`config.mk`:
```
export PLATFORM = sky130hd
export DESIGN_NAME = pwm_multi
export DESIGN_NICKNAME = d
export VERILOG_FILES = /design/src/rtl/pwm_pkg.sv /design/src/rtl/pwm_prescaler.sv /design/src/rtl/pwm_multi.sv
export SDC_FILE = /design/constraint.sdc
export NUM_CORES = 1
export LEC_CHECK = 0
export CAP_MARGIN = 5
export CORE_MARGIN = 2
export CORE_UTILIZATION = 35
export CTS_CLUSTER_SIZE = 40
export DETAILED_ROUTE_END_ITERATION = 10
export MAX_ROUTING_LAYER = met4
export SYNTH_ARGS = -nofsm -noshare
export SYNTH_HDL_FRONTEND = slang
export SYNTH_SLANG_ARGS = --single-unit
```
`constraint.sdc`:
```
create_clock -name clk -period 3.21 [get_ports clk]
set_input_delay 0.642 -clock clk [delete_from_list [all_inputs] [get_ports clk]]
set_output_delay 0.642 -clock clk [all_outputs]
set_load 0.02 [all_outputs]
```
`src/rtl/pwm_pkg.sv`:
```
`default_nettype none
// ============================================================================
// Module      : pwm_pkg
// Description : Shared types and width helpers for the multi-channel PWM.
//               Optional macro PWM_CENTER_ALIGNED_EN selects triangle counting.
// Revision    : 1.0 - initial release
// ============================================================================
package pwm_pkg;

    typedef enum logic {
        DIR_UP   = 1'b0,
        DIR_DOWN = 1'b1
    } dir_e;

    // Channel-select width; a single channel still gets a 1-bit select port.
    function automatic int ch_width(input int channels);
        return (channels > 1) ? $clog2(channels) : 1;
    endfunction

    // Highest value the period counter reaches (2^N-2).
    function automatic int cnt_max(input int n);
        return (1 << n) - 2;
    endfunction

endpackage
`default_nettype wire

```
`src/rtl/pwm_prescaler.sv`:
```
`default_nettype none
// ============================================================================
// Module      : pwm_prescaler
// Description : Divides clk into one step pulse every prescale+1 cycles.
// Revision    : 1.0 - initial release
// ============================================================================
module pwm_prescaler
    import pwm_pkg::*;
#(
    parameter int PRESCALE_W = 16
) (
    input  logic                  clk,
    input  logic                  rst,
    input  logic                  ena,
    input  logic [PRESCALE_W-1:0] prescale,
    output logic                  step
);

    logic [PRESCALE_W-1:0] r_pcnt;
    logic                  w_wrap;

    // ">=" lets a prescale shrunk below the running count wrap on the next cycle.
    assign w_wrap = (r_pcnt >= prescale);
    assign step   = ena & w_wrap;

    always_ff @(posedge clk) begin
        if (rst || !ena) begin
            r_pcnt <= '0;
        end else if (w_wrap) begin
            r_pcnt <= '0;
        end else begin
            r_pcnt <= r_pcnt + 1'b1;
        end
    end

endmodule
`default_nettype wire

```
`src/rtl/pwm_multi.sv`:
```
`default_nettype none
// ============================================================================
// Module      : pwm_multi
// Description : Multi-channel PWM with shared prescaler/period counter and
//               double-buffered per-channel duty. Macro PWM_CENTER_ALIGNED_EN
//               selects up/down (center-aligned) counting.
// Revision    : 1.0 - initial release
// ============================================================================
module pwm_multi
    import pwm_pkg::*;
#(
    parameter  int N          = 8,
    parameter  int CHANNELS   = 4,
    parameter  int PRESCALE_W = 16,
    localparam int c_ch_w     = ch_width(CHANNELS)
) (
    input  logic                  clk,
    input  logic                  rst,
    input  logic                  ena,
    input  logic [PRESCALE_W-1:0] prescale,
    input  logic [CHANNELS-1:0]   ch_ena,
    input  logic                  wr_en,
    input  logic [c_ch_w-1:0]     wr_ch,
    input  logic [N-1:0]          wr_duty,
    output logic [CHANNELS-1:0]   out,
    output logic                  period_start
);

    typedef logic [N-1:0] duty_t;

    localparam duty_t c_cnt_max = duty_t'(cnt_max(N));

    logic                w_step;
    logic                w_load;
    duty_t               r_cnt;
    duty_t               w_cnt_nxt;
    duty_t               r_shadow [CHANNELS];
    duty_t               r_active [CHANNELS];
    logic [CHANNELS-1:0] w_hit;

`ifdef PWM_CENTER_ALIGNED_EN
    localparam duty_t c_one = duty_t'(1);
    dir_e r_dir;
    dir_e w_dir_nxt;
`endif

    pwm_prescaler #(
        .PRESCALE_W (PRESCALE_W)
    ) u_prescaler (
        .clk      (clk),
        .rst      (rst),
        .ena      (ena),
        .prescale (prescale),
        .step     (w_step)
    );

    // ------------------------------------------------------------------
    // Period counter next-state
    // ------------------------------------------------------------------
    always_comb begin
        w_cnt_nxt = r_cnt;
        w_load    = 1'b0;
`ifdef PWM_CENTER_ALIGNED_EN
        w_dir_nxt = r_dir;
        if (!ena) begin
            w_cnt_nxt = '0;
            w_dir_nxt = DIR_UP;
        end else if (w_step) begin
            if (r_dir == DIR_UP) begin
                if (r_cnt == c_cnt_max) begin
                    w_cnt_nxt = r_cnt - 1'b1;
                    w_dir_nxt = DIR_DOWN;
                end else begin
                    w_cnt_nxt = r_cnt + 1'b1;
                end
            end else begin
                // Descending through 1 closes the triangle; 0 opens the next one.
                if (r_cnt == c_one) begin
                    w_cnt_nxt = '0;
                    w_dir_nxt = DIR_UP;
                    w_load    = 1'b1;
                end else begin
                    w_cnt_nxt = r_cnt - 1'b1;
                end
            end
        end
`else
        if (!ena) begin
            w_cnt_nxt = '0;
        end else if (w_step) begin
            if (r_cnt == c_cnt_max) begin
                w_cnt_nxt = '0;
                w_load    = 1'b1;
            end else begin
                w_cnt_nxt = r_cnt + 1'b1;
            end
        end
`endif
    end

    always_ff @(posedge clk) begin
        if (rst) begin
            r_cnt        <= '0;
            period_start <= 1'b0;
`ifdef PWM_CENTER_ALIGNED_EN
            r_dir        <= DIR_UP;
`endif
        end else begin
            r_cnt        <= w_cnt_nxt;
            period_start <= w_load;
`ifdef PWM_CENTER_ALIGNED_EN
            r_dir        <= w_dir_nxt;
`endif
        end
    end

    // ------------------------------------------------------------------
    // Duty double buffer: the load reads the pre-write shadow, so a write
    // landing on the load edge takes effect one period later.
    // ------------------------------------------------------------------
    always_ff @(posedge clk) begin
        if (rst) begin
            for (int i = 0; i < CHANNELS; i++) begin
                r_shadow[i] <= '0;
                r_active[i] <= '0;
            end
        end else begin
            for (int i = 0; i < CHANNELS; i++) begin
                if (!ena || w_load) begin
                    r_active[i] <= r_shadow[i];
                end
                if (wr_en && (wr_ch == c_ch_w'(i))) begin
                    r_shadow[i] <= wr_duty;
                end
            end
        end
    end

    // ------------------------------------------------------------------
    // Compare stage
    // ------------------------------------------------------------------
    for (genvar gi = 0; gi < CHANNELS; gi++) begin : g_cmp
        assign w_hit[gi] = ena & ch_ena[gi] & (r_cnt < r_active[gi]);
    end

    always_ff @(posedge clk) begin
        if (rst) begin
            out <= '0;
        end else begin
            out <= w_hit;
        end
    end

endmodule
`default_nettype wire

```
==> results of run 1 <==
registers in the layout, summed over array words and instances (netlist names):
name and count:
r_shadow 32, u_prescaler.r_pcnt 16, r_cnt 8, r_active 32, period_start 1, out 4
metal layers:
layer | routed length [µm] | GRT usage (%)
met3 | 338 | 2.903
met2 | 4187 | 21.70
met4 | 157 | 5.388
met1 | 4228 | 16.89
met5 | 0 | -
power groups by stage:
stage	Combinational [mW]	Sequential [mW]	Clock (mW)
detailed placement	0.217	1.39	0
CTS	0.219	1.36	1.05
floorplan	0.129	1.39	0
finish	0.214	1.36	1.02
global route	0.243	1.37	1.09
global placement	0.212	1.39	0
worst min path at each step:
| stage | startpoint | to | slack [ps] |
|---|---|---|---|
| 2_1_floorplan | u_prescaler.r_pcnt[0] | u_prescaler.r_pcnt[0] | 450 |
| 3_3_place_gp | u_prescaler.r_pcnt[0] | u_prescaler.r_pcnt[0] | 480 |
| 3_5_place_dp | u_prescaler.r_pcnt[0] | u_prescaler.r_pcnt[0] | 500 |
| 4_1_cts | u_prescaler.r_pcnt[0] | u_prescaler.r_pcnt[0] | 510 |
| 5_1_grt | u_prescaler.r_pcnt[0] | u_prescaler.r_pcnt[0] | 530 |
| 6_report | u_prescaler.r_pcnt[0] | u_prescaler.r_pcnt[0] | 510 |
cell type report:
cell class | count | share of cell area (%)
clock buffers | 9 | 3.934
clock inverters | 7 | 0.9836
inverters | 47 | 3.082
multi-input cells | 279 | 36.70
flip-flops and latches | 93 | 43.72
well taps | 176 | 3.847
repair buffers | 43 | 7.738
worst max-delay path, cell delays in order:
cell and delay, ps:
clkdlybuf4s50_1 450, inv_1 40, ha_1 340, a211oi_2 270, nand3b_1 100, o21bai_4 200
a211oi_4 350, o21a_1 240, buf_12 200, nor3b_1 80
cells by family (layout without fill, tap and decap cells):
| family | after synthesis | in the layout |
|---|---|---|
| fa+ha+maj | 47 | 47 |
| flops | 93 | 93 |
| compound gates | 64 | 64 |
| buf+inv | 58 | 106 |
| xor+xnor | 14 | 14 |
| simple gates | 154 | 154 |
through the flow:
| step | utilization [%] | instances | hold slack [ps] |
|---|---|---|---|
| 2_1_floorplan | - | 430 | 449.0 |
| 3_3_place_gp | 40.62 | 638 | 482.1 |
| 3_5_place_dp | 40.62 | 638 | 496.7 |
| 4_1_cts | 42.72 | 654 | 512.6 |
| 5_1_grt | 42.72 | 654 | 530.1 |
| 6_report | 42.72 | 654 | 505.5 |
cells in the final DEF (no fill, tap or decap), types with 6 or more instances in the layout:
cell type        count
ha_1                47
and2_1              33
edfxtp_1            64
nor3b_1             31
dfxtp_1             29
o21ai_0              6
a21o_1              13
clkbuf_16            9
o21a_1               6
nand2_1             12
inv_1               47
and3_1               6
xor2_1              10
nor2_1              23
nand3_1             17
clkdlybuf4s50_1     38
nand3b_1             6
a21oi_1             16
nand2b_1            10
==> results by group, run 1 <==
Critical path
  – Crit. End Element: flip-flop
  – WP data arrival: 2920 ps
  – Required time of the critical path: between 3000 and 4000 ps
  – Setup slack of the worst register-to-register path: between 700 and 800 ps
  – Maximum net fanout on the critical path: 32
  – Critical path startpoint: prescale[7]
  – Destination of the critical timing path: r_active[1][4]
  – Type of the worst setup path: input port to flip-flop
  – Worst setup SP type: input port
  – RR Endpoint: r_active[1][4]
  – Cells on worst reg2reg path: 9
  – Start of the worst register-to-register path: u_prescaler.r_pcnt[0]

STA
  – Setup_tns: 0 ps
  – Highest Clock Rate: approximately 350 MHz
  – Number of hold-slack violations in the final timing report: 0
  – Portion of the clock cycle consumed by the worst path in the final layout: between 80% and 90%
  – Pins over their slew limit: 0
  – Post-route minimum period: between 2000 and 3000 ps
  – Number of setup violations in the final report: 0
  – Final setup slack of the worst path: 373.0 ps
  – Final Skew: roughly 10 ps
  – Slew Limit Headroom: 50.09%
  – Slew at the pin closest to its max-slew limit: ~750 ps
  – Unrepaired setup endpoints after global routing: false

Pwr
  – Proportion of total power due to net switching: a little under a quarter
  – Power density over the cells: 454.5 nW/µm²
  – Part of the power in the clock network: about two fifths
  – Part of the total power dissipated in sequential elements: 52.4%
  – Cell leakage power: 2.284 nW
  – Internal power: between 1.5 and 2 mW
  – Maximum VDD drop: roughly 0.24 mV
  – Final Total Pwr: 2.602 mW
  – Power spent charging and discharging nets: roughly 0.61 mW
  – Comb pwr share: around 8%

Synthesis
  – Post-synthesis instance total: 430
  – Number of unique standard cell types used by synthesis: 41
  – Part of the Yosys area used for sequential elements: 51.65%
  – Largest area contributor in the synthesized netlist: edfxtp_1
  – Synth top area share: about two fifths
  – Most repeated cell in the gate-level netlist after synthesis: edfxtp_1
  – YS warnings: 0
  – Adder-Cell Fraction of Synth Area: around an eighth
  – Xor and xnor area share after synthesis: under 10%
  – Fraction of synthesis flops using an asynchronous set or reset pin: 0%
  – Largest cells by area after synthesis: edfxtp_1 40%, ha_1 12%, dfxtp_1 12%
  – Synthesized netlist net count: slightly above 500
  – Synthesis-stage register bit count: 93
  – Number of enable-type register cells in the synthesized netlist: 64
  – Combinational family with the most area after synthesis: simple AND/OR/NAND/NOR gates
  – Post-synthesis compound-gate area fraction: under 10%
  – Mux contribution to synthesized area: 0%
  – Leading post-synthesis cells by instance count: 64 x edfxtp_1, 47 x ha_1, 47 x inv_1
  – Avg Inst Size Synth: ~11 µm²
  – Top flip-flop cell by instance count after synthesis: edfxtp_1
  – Basic-gate share of the synthesized area counting and, or, nand and nor cells: 18.78%
  – Netlist Area Pre-Place: ~4800 µm²

Finish
  – Area of all placed cells without fillers: between 5000 and 6000 µm²
  – Fill cell count: roughly 1300
  – Total Nets Final: around 550
  – Area of combinational cells with multiple inputs: 2101 µm²
  – Share of post-route cells with drive strength above 1: between 6 and 7%
  – Footprint of the flip-flops and latches: 2502 µm²
  – Area added between synthesis and finish: 18.16%
  – N_diodes: 0

Clock network
  – Number of clock buffers inserted by TritonCTS: 9
  – Clock tree from TritonCTS: done
  – Clock latency on the worst-skew pair: 350 ps
  – Post-cts resize count: 0
  – Number of buffers inserted for hold repair after clock tree synthesis: 0
  – Worst-path clk slew: approximately 70 ps
  – Count of H-tree levels built during CTS: 3
  – CTS sink cnt: 93
  – Max clock buf depth: 2
  – Buffer cell driving the clock tree root: clkbuf_16
  – Post-CTS setup-driven buffer insertion count: 0

Global routing
  – First-pass GRT wire length: around 15000 µm
  – Pin count of the biggest net entering global routing: 33
  – Vias in the first global route: around 3000
  – Total Routing Usage GR: 13.59%
  – Overall overflow remaining after global route: 0
  – Antenna violations before repair: 0

Detailed routing
  – Number of nets with antenna violations after detailed routing: 0
  – DR vias: just over 3000
  – Routed wire length: 8911 µm
  – Number of remaining DRC errors: 0
  – Via-per-instance ratio: around 4.7
  – Drt first-iter violations: 107
  – 1st-pass router iterations: 4
  – Per-cell routed wire length: 13.63 µm

Min path
  – Depth of the worst hold-timing path: 1
  – Worst Hold Class: flip-flop to flip-flop

Run
  – Max_cap viols: 0

Floorplanning
  – Initial core utilization: 36.15%
  – Vertical die dimension: 121.7 µm
  – Area of the die: roughly 15000 µm²
  – Number of top-level design ports: 39
  – Area of the placeable core: around 13000 µm²
  – Die Span X: ~120 µm
  – Placement row count: 42

Placement
  – Worst slack after detailed placement: ~30 ps
  – Final estimated routing congestion in global placement: about 0.83
  – Number of buffer cells added on primary ports: 38
  – HPWL after detailed placement: roughly 6500 µm
  – Standard cell area after detailed placement: ~5400 µm²

Outcome
  – Result of the run: finished, final reports clean
Power figures use the tool's default switching activity.
==> run 2, diff against run 1 <==
DONT_BUFFER_PORTS = 1   (was unset)
==> run 2 against run 1 <==
- first-iteration DRC count up 64%
- register-to-register slack got worse by 220 ps
- critical path depth decreased by 1
- sequential share of layout area increased by 3.4 points
- power fell by 4.0%
- clock-buffer cell count stayed put
- critical path type is now flip-flop to flip-flop
- largest cell class unchanged
- largest power group unchanged
- highest routed layer unchanged
==> results by group, run 2 (synthesized netlist as in run 1, its figures left out) <==
Run
  – Max_cap viols: 0 (unchanged)

Floorplanning
  – Area of the die: 14800 µm² (unchanged)
  – Die Span X: 121.7 µm (unchanged)
  – Number of top-level design ports: 39 (unchanged)
  – Area of the placeable core: 13400 µm² (unchanged)
  – Vertical die dimension: 121.7 µm (unchanged)
  – Placement row count: 42 (unchanged)
  – Initial core utilization: 36.15% (unchanged)

Clock network
  – CTS sink cnt: 93 (unchanged)
  – Number of clock buffers inserted by TritonCTS: 9 (unchanged)
  – Clock latency on the worst-skew pair: 350 ps (about the same)
  – Clock tree from TritonCTS: done
  – Post-cts resize count: 0 (unchanged)
  – Post-CTS setup-driven buffer insertion count: 0 (unchanged)
  – Worst-path clk slew: 60 ps (about the same)
  – Buffer cell driving the clock tree root: clkbuf_16
  – Count of H-tree levels built during CTS: 3 (unchanged)
  – Number of buffers inserted for hold repair after clock tree synthesis: 0 (unchanged)
  – Max clock buf depth: 2 (unchanged)

Critical path
  – CP max stage delay: 580 ps (+130 ps)
  – Type of the worst setup path: flip-flop to flip-flop
  – Crit. End Element: flip-flop
  – Highest-delay cell along the critical path: a211oi_4
  – Required time of the critical path: 3310 ps (about the same)
  – WP data arrival: 2790 ps (-130 ps)
  – Maximum net fanout on the critical path: 32 (unchanged)
  – Critical Path, Cell by Cell: inv_1, ha_1, nand2b_1, a211oi_2, o21bai_4, a211oi_4, o21a_1, buf_12, nor3b_1
  – Worst setup SP type: flip-flop
  – Setup slack of the worst register-to-register path: 520 ps (-220 ps)

Pwr
  – Proportion of total power due to net switching: 22.36% (-1.2 points)
  – Power spent charging and discharging nets: 0.5583 mW (-8.9%)
  – Part of the total power dissipated in sequential elements: 54.8% (+2.4 points)
  – Maximum VDD drop: 0.4877 mV (+100%)
  – Comb pwr share: 6.0% (-2.2 points)
  – Part of the power in the clock network: 39.1% (-0.2 points)
  – Power density over the cells: 470.2 nW/µm² (+3.4%)
  – Cell leakage power: 2.120 nW (-7.2%)
  – Internal power: 1.939 mW (-2.5%)

Detailed routing
  – Number of remaining DRC errors: 0 (unchanged)
  – Number of nets with antenna violations after detailed routing: 0 (unchanged)
  – Drt first-iter violations: 176 (+64%)
  – Routed wire length: 8774 µm (-1.5%)
  – Via-per-instance ratio: 4.855 (+2.8%)
  – Per-cell routed wire length: 14.34 µm (+5.2%)
  – DR vias: 2971 (-3.8%)
  – 1st-pass router iterations: 4 (unchanged)

STA
  – Final Skew: 9.520 ps (-0.9698 ps)
  – Slew Limit Headroom: 51.99% (+1.9 points)
  – Pins over their slew limit: 0 (unchanged)
  – Portion of the clock cycle consumed by the worst path in the final layout: 83.77% (-4.6 points)
  – Post-route minimum period: 2689 ps (-148.1 ps)
  – Setup_tns: 0 ps (unchanged)
  – Final setup slack of the worst path: 521.0 ps (+148.1 ps)
  – Slew at the pin closest to its max-slew limit: 718.7 ps (-28.36 ps)
  – Unrepaired setup endpoints after global routing: false
  – Highest Clock Rate: 371.9 MHz (+5.5%)
  – Number of setup violations in the final report: 0 (unchanged)
  – Number of hold-slack violations in the final timing report: 0 (unchanged)

Finish
  – Share of post-route cells with drive strength above 1: 5.963% (-0.10 points)
  – Most common cell after layout, fill and taps aside: edfxtp_1
  – N_diodes: 0 (unchanged)
  – Fill cell count: 1307 (+2.0%)
  – Top library cells by usage in the layout, fill and taps aside: 64 x edfxtp_1, 47 x inv_1, 47 x ha_1, 33 x and2_1, 31 x nor3b_1
  – Utilization after layout: 39.64% (-3.1 points)
  – Regs by FF count: r_active x32, r_shadow x32, u_prescaler.r_pcnt x16
  – Area of combinational cells with multiple inputs: 2101 µm² (unchanged)
  – Total Nets Final: 513 (-7.4%)
  – Footprint of the flip-flops and latches: 2502 µm² (unchanged)
  – Area added between synthesis and finish: 9.633%

Min path
  – Worst Hold Class: input port to flip-flop

Placement
  – Worst slack after detailed placement: 260.8 ps (+230.9 ps)
  – Number of buffer cells added on primary ports: 0 (-100%)
  – Final estimated routing congestion in global placement: 0.7407 (-11%)
  – HPWL after detailed placement: 6437 µm (-1.7%)

Outcome
  – Result of the run: finished, final reports clean

Global routing
  – First-pass GRT wire length: 14540 µm (-4.0%)
  – Vias in the first global route: 2939 (-2.2%)
  – Total Routing Usage GR: 13.30% (-0.28 points)
  – Antenna violations before repair: 0 (unchanged)
  – Pin count of the biggest net entering global routing: 42 (+27%)
  – Overall overflow remaining after global route: 0 (unchanged)
## run 2: worst paths after layout
kind                         start  depth (start not counted)                     to
max          u_prescaler.r_pcnt[0]                          9         r_active[3][0]
min                            ena                          1               r_cnt[1]
max reg2reg  u_prescaler.r_pcnt[0]                          9         r_active[3][0]
min reg2reg  u_prescaler.r_pcnt[0]                          1  u_prescaler.r_pcnt[0]
## run 2: power by group through the flow
stage	combinational, mW	sequential, mW	clock [mW]
after global placement	0.146	1.40	0
final	0.151	1.37	0.978
after CTS	0.155	1.37	1.01
after global routing	0.173	1.37	1.06
after detailed placement	0.153	1.40	0
after floorplan	0.129	1.39	0
## run 2: cell type report
class	count	area share (%)
sequential	93	47.11
multi-input combinational	279	39.55
clock buffer	9	4.240
tap	176	4.146
inverter	47	3.322
clock inverter	6	0.8716
timing repair buffer	2	0.7538
## run 2: per-layer routing
| layer | up-vias | global-route usage [%] | part of all wire [%] |
|---|---|---|---|
| li1 | 1528 | - | - |
| met1 | 1370 | 16.01 | 48 |
| met2 | 64 | 21.07 | 47 |
| met3 | 9 | 4.401 | 4.2 |
| met4 | 0 | 4.526 | 1.4 |
| met5 | - | - | 0 |
## run 2: per-stage QoR
step	instances	hold slack, ps	power (mW)	cell area [µm²]
2_1_floorplan	430	449.0	1.515	4852
3_3_place_gp	597	485.6	1.543	5040
3_5_place_dp	597	488.5	1.549	5040
4_1_cts	612	401.1	2.533	5311
5_1_grt	612	412.5	2.610	5311
6_report	612	415.8	2.497	5311
## run 2: worst max-delay path: cells and delay by family, from the launching register on
family / cells / cell delay, ps
and+or+nand+nor: 2 / 230
DFF: 1 / 420
AOI/OAI and AO/OA: 4 / 1250
buffers and inverters: 2 / 280
adders and majority gates: 1 / 260
==> run 3, diff against run 2 <==
clock period = 2.5 ns   (was 3.21 ns; I/O delays follow)
==> run 3 against run 2 <==
- routed wire length up 0.73%
- non-clock buffer count up 13
- final area up 2.9%
- clock-buffer cell count unchanged
- register-to-register slack worse by 350 ps
- clock skew down 5.0 ps
- clock power up 33%
- critical endpoint is now r_active[1][2]
- highest routed layer unchanged
==> results by group, run 3 (synthesized netlist as in run 1, its figures left out) <==
STA
  – Final Skew: 4.538 ps (-4.981 ps)
  – Slew Limit Headroom: 48.89% (-3.1 points)
  – Slew at the pin closest to its max-slew limit: 765.0 ps (+46.32 ps)
  – Portion of the clock cycle consumed by the worst path in the final layout: 93.30% (+9.5 points)
  – Highest Clock Rate: 428.7 MHz (+15%)
  – Pins over their slew limit: 0 (unchanged)
  – Number of setup violations in the final report: 0 (unchanged)
  – Unrepaired setup endpoints after global routing: false
  – Post-route minimum period: 2332 ps (-356.5 ps)
  – Number of hold-slack violations in the final timing report: 0 (unchanged)

Pwr
  – Power density over the cells: 595.4 nW/µm² (+27%)
  – Cell leakage power: 2.195 nW (+3.6%)
  – Final Total Pwr: 3.255 mW (+30%)
  – Maximum VDD drop: 0.4827 mV (-1.0%)

Outcome
  – Result of the run: finished, final reports clean

Critical path
  – Critical Path, Cell by Cell: ha_4, buf_4, a21oi_2, a2111oi_2, o21a_2, a211oi_4, buf_4, o21ai_4, buf_12
  – RR Endpoint: r_active[1][2]
  – WP data arrival: 2370 ps (-420 ps)
  – Type of the worst setup path: flip-flop to flip-flop
  – Depth of the critical timing path with buffers and inverters included: 9 (unchanged)
  – Most used cell, CP: buf_4
  – Destination of the critical timing path: r_active[1][2]
  – Required time of the critical path: 2540 ps (-770 ps)
  – Setup slack of the worst register-to-register path: 170 ps (-350 ps)
  – Start of the worst register-to-register path: u_prescaler.r_pcnt[7]
  – Highest-delay cell along the critical path: dfxtp_1
  – Maximum net fanout on the critical path: 39 (+22%)
  – Total buffers and inverters traversed by the critical path: 3 (+1)
  – Critical path startpoint: u_prescaler.r_pcnt[7]
  – Crit. End Element: flip-flop
  – Cells on worst reg2reg path: 9 (unchanged)
  – Top Family by Delay on Critical Path: compound AO/OA/AOI/OAI gates
  – Worst setup SP type: flip-flop
  – CP max stage delay: 350 ps (-230 ps)

Finish
  – Footprint of the flip-flops and latches: 2502 µm² (unchanged)
  – Top library cells by usage in the layout, fill and taps aside: 64 x edfxtp_1, 45 x inv_1, 44 x ha_1, 33 x and2_1, 31 x nor3b_1
  – Fill cell count: 1263 (-3.4%)
  – Regs by FF count: r_active x32, r_shadow x32, u_prescaler.r_pcnt x16
  – Total Nets Final: 526 (+2.5%)
  – Most common cell after layout, fill and taps aside: edfxtp_1
  – Area added between synthesis and finish: 12.84%
  – Area of combinational cells with multiple inputs: 2142 µm² (+2.0%)
  – N_diodes: 0 (unchanged)
  – Share of post-route cells with drive strength above 1: 10.00% (+4.0 points)
  – Non-filler cells in the finished layout: 626 (+2.3%)

Clock network
  – Worst-path clk slew: 70 ps (about the same)
  – Number of buffers inserted for hold repair after clock tree synthesis: 0 (unchanged)
  – Post-cts resize count: 0 (unchanged)
  – Clock tree from TritonCTS: done
  – CTS sink cnt: 93 (unchanged)
  – Number of clock buffers inserted by TritonCTS: 9 (unchanged)
  – Clock latency on the worst-skew pair: 340 ps (about the same)
  – Buffer cell driving the clock tree root: clkbuf_16
  – Max clock buf depth: 2 (unchanged)
  – Count of H-tree levels built during CTS: 3 (unchanged)

Global routing
  – Vias in the first global route: 2980 (+1.4%)
  – Total Routing Usage GR: 13.33% (+0.034 points)
  – Antenna violations before repair: 0 (unchanged)
  – First-pass GRT wire length: 14790 µm (+1.8%)
  – Pin count of the biggest net entering global routing: 42 (unchanged)
  – Overall overflow remaining after global route: 0 (unchanged)

Detailed routing
  – Sum of routed wire segments on met1: 4162 µm (-0.34%)
  – Detailed route wirelength on metal2: 4199 µm (+2.3%)
  – Via-per-instance ratio: 4.813 (-0.85%)
  – Routed wire length: 8838 µm (+0.73%)
  – Amount of wire on met3 after detailed routing: 326 µm (-12%)
  – Per-cell routed wire length: 14.12 µm (-1.5%)
  – Highest metal used: met4
  – Drt first-iter violations: 125 (-29%)
  – 1st-pass router iterations: 6 (+2)
  – Number of remaining DRC errors: 0 (unchanged)
  – Number of nets with antenna violations after detailed routing: 0 (unchanged)
  – DR vias: 3013 (+1.4%)

Placement
  – Final estimated routing congestion in global placement: 0.7710 (+4.1%)
  – Number of buffer cells added on primary ports: 0 (unchanged)
  – DP Cell Count: 608 (+1.8%)
  – HPWL after detailed placement: 6439 µm (about the same)

Floorplanning
  – Initial core utilization: 36.15% (unchanged)
  – Area of the placeable core: 13400 µm² (unchanged)
  – Number of top-level design ports: 39 (unchanged)
  – Die Span X: 121.7 µm (unchanged)
  – Vertical die dimension: 121.7 µm (unchanged)
  – Placement row count: 42 (unchanged)
  – Area of the die: 14800 µm² (unchanged)

Min path
  – Critical hold path startpoint: ena
  – Depth of the worst hold-timing path: 1 (unchanged)
  – Worst Hold Class: input port to flip-flop

Run
  – Max_cap viols: 0 (unchanged)
[run 3: power breakdown]
| part | internal (mW) | leakage, nW | switching, mW |
|---|---|---|---|
| Sequential | 1.73 | 0.902 | 0.0267 |
| Clock | 0.690 | 0.141 | 0.606 |
| Combinational | 0.0922 | 1.15 | 0.111 |
| Total | 2.51 | 2.20 | 0.744 |
[run 3: area by class of cell]
cell class                      count  area share, %
Timing Repair Buffer               15          2.518
Inverter                           47          3.365
Sequential cell                    93          45.78
Multi-Input combinational cell    279          39.19
Tap cell                          176          4.028
Clock inverter                      7          1.007
Clock buffer                        9          4.120
[run 3: timing repair]
action,CTS,global route
setup endpoints to repair,32,4
pin swaps,1,0
setup buffers,1,1
[run 3: worst min-delay path by stage]
stage / to
floorplan: u_prescaler.r_pcnt[0]
global placement: u_prescaler.r_pcnt[15]
detailed placement: u_prescaler.r_pcnt[15]
CTS: r_cnt[1]
global route: r_cnt[1]
finish: r_cnt[1]
[run 3: stage by stage]
stage	instance area, µm²	TNS [ps]	hold slack (ps)	util, %	worst slack, ps
after floorplan	4901	-4902	449.0	-	-153.2
after global placement	5171	-4381	509.6	38.59	-138.4
after detailed placement	5171	-6054	524.4	38.59	-202.8
after CTS	5459	0	252.2	40.74	109.9
after global routing	5466	0	263.1	40.79	14.42
final	5466	0	265.2	40.79	167.5
[run 3: per-layer routing]
metal  vias to the layer above  global-route usage (%)
met5                         -                       -
met4                         0                   4.598
met3                        16                   3.745
met2                        62                   21.45
met1                      1380                   16.17
li1                       1555                       -
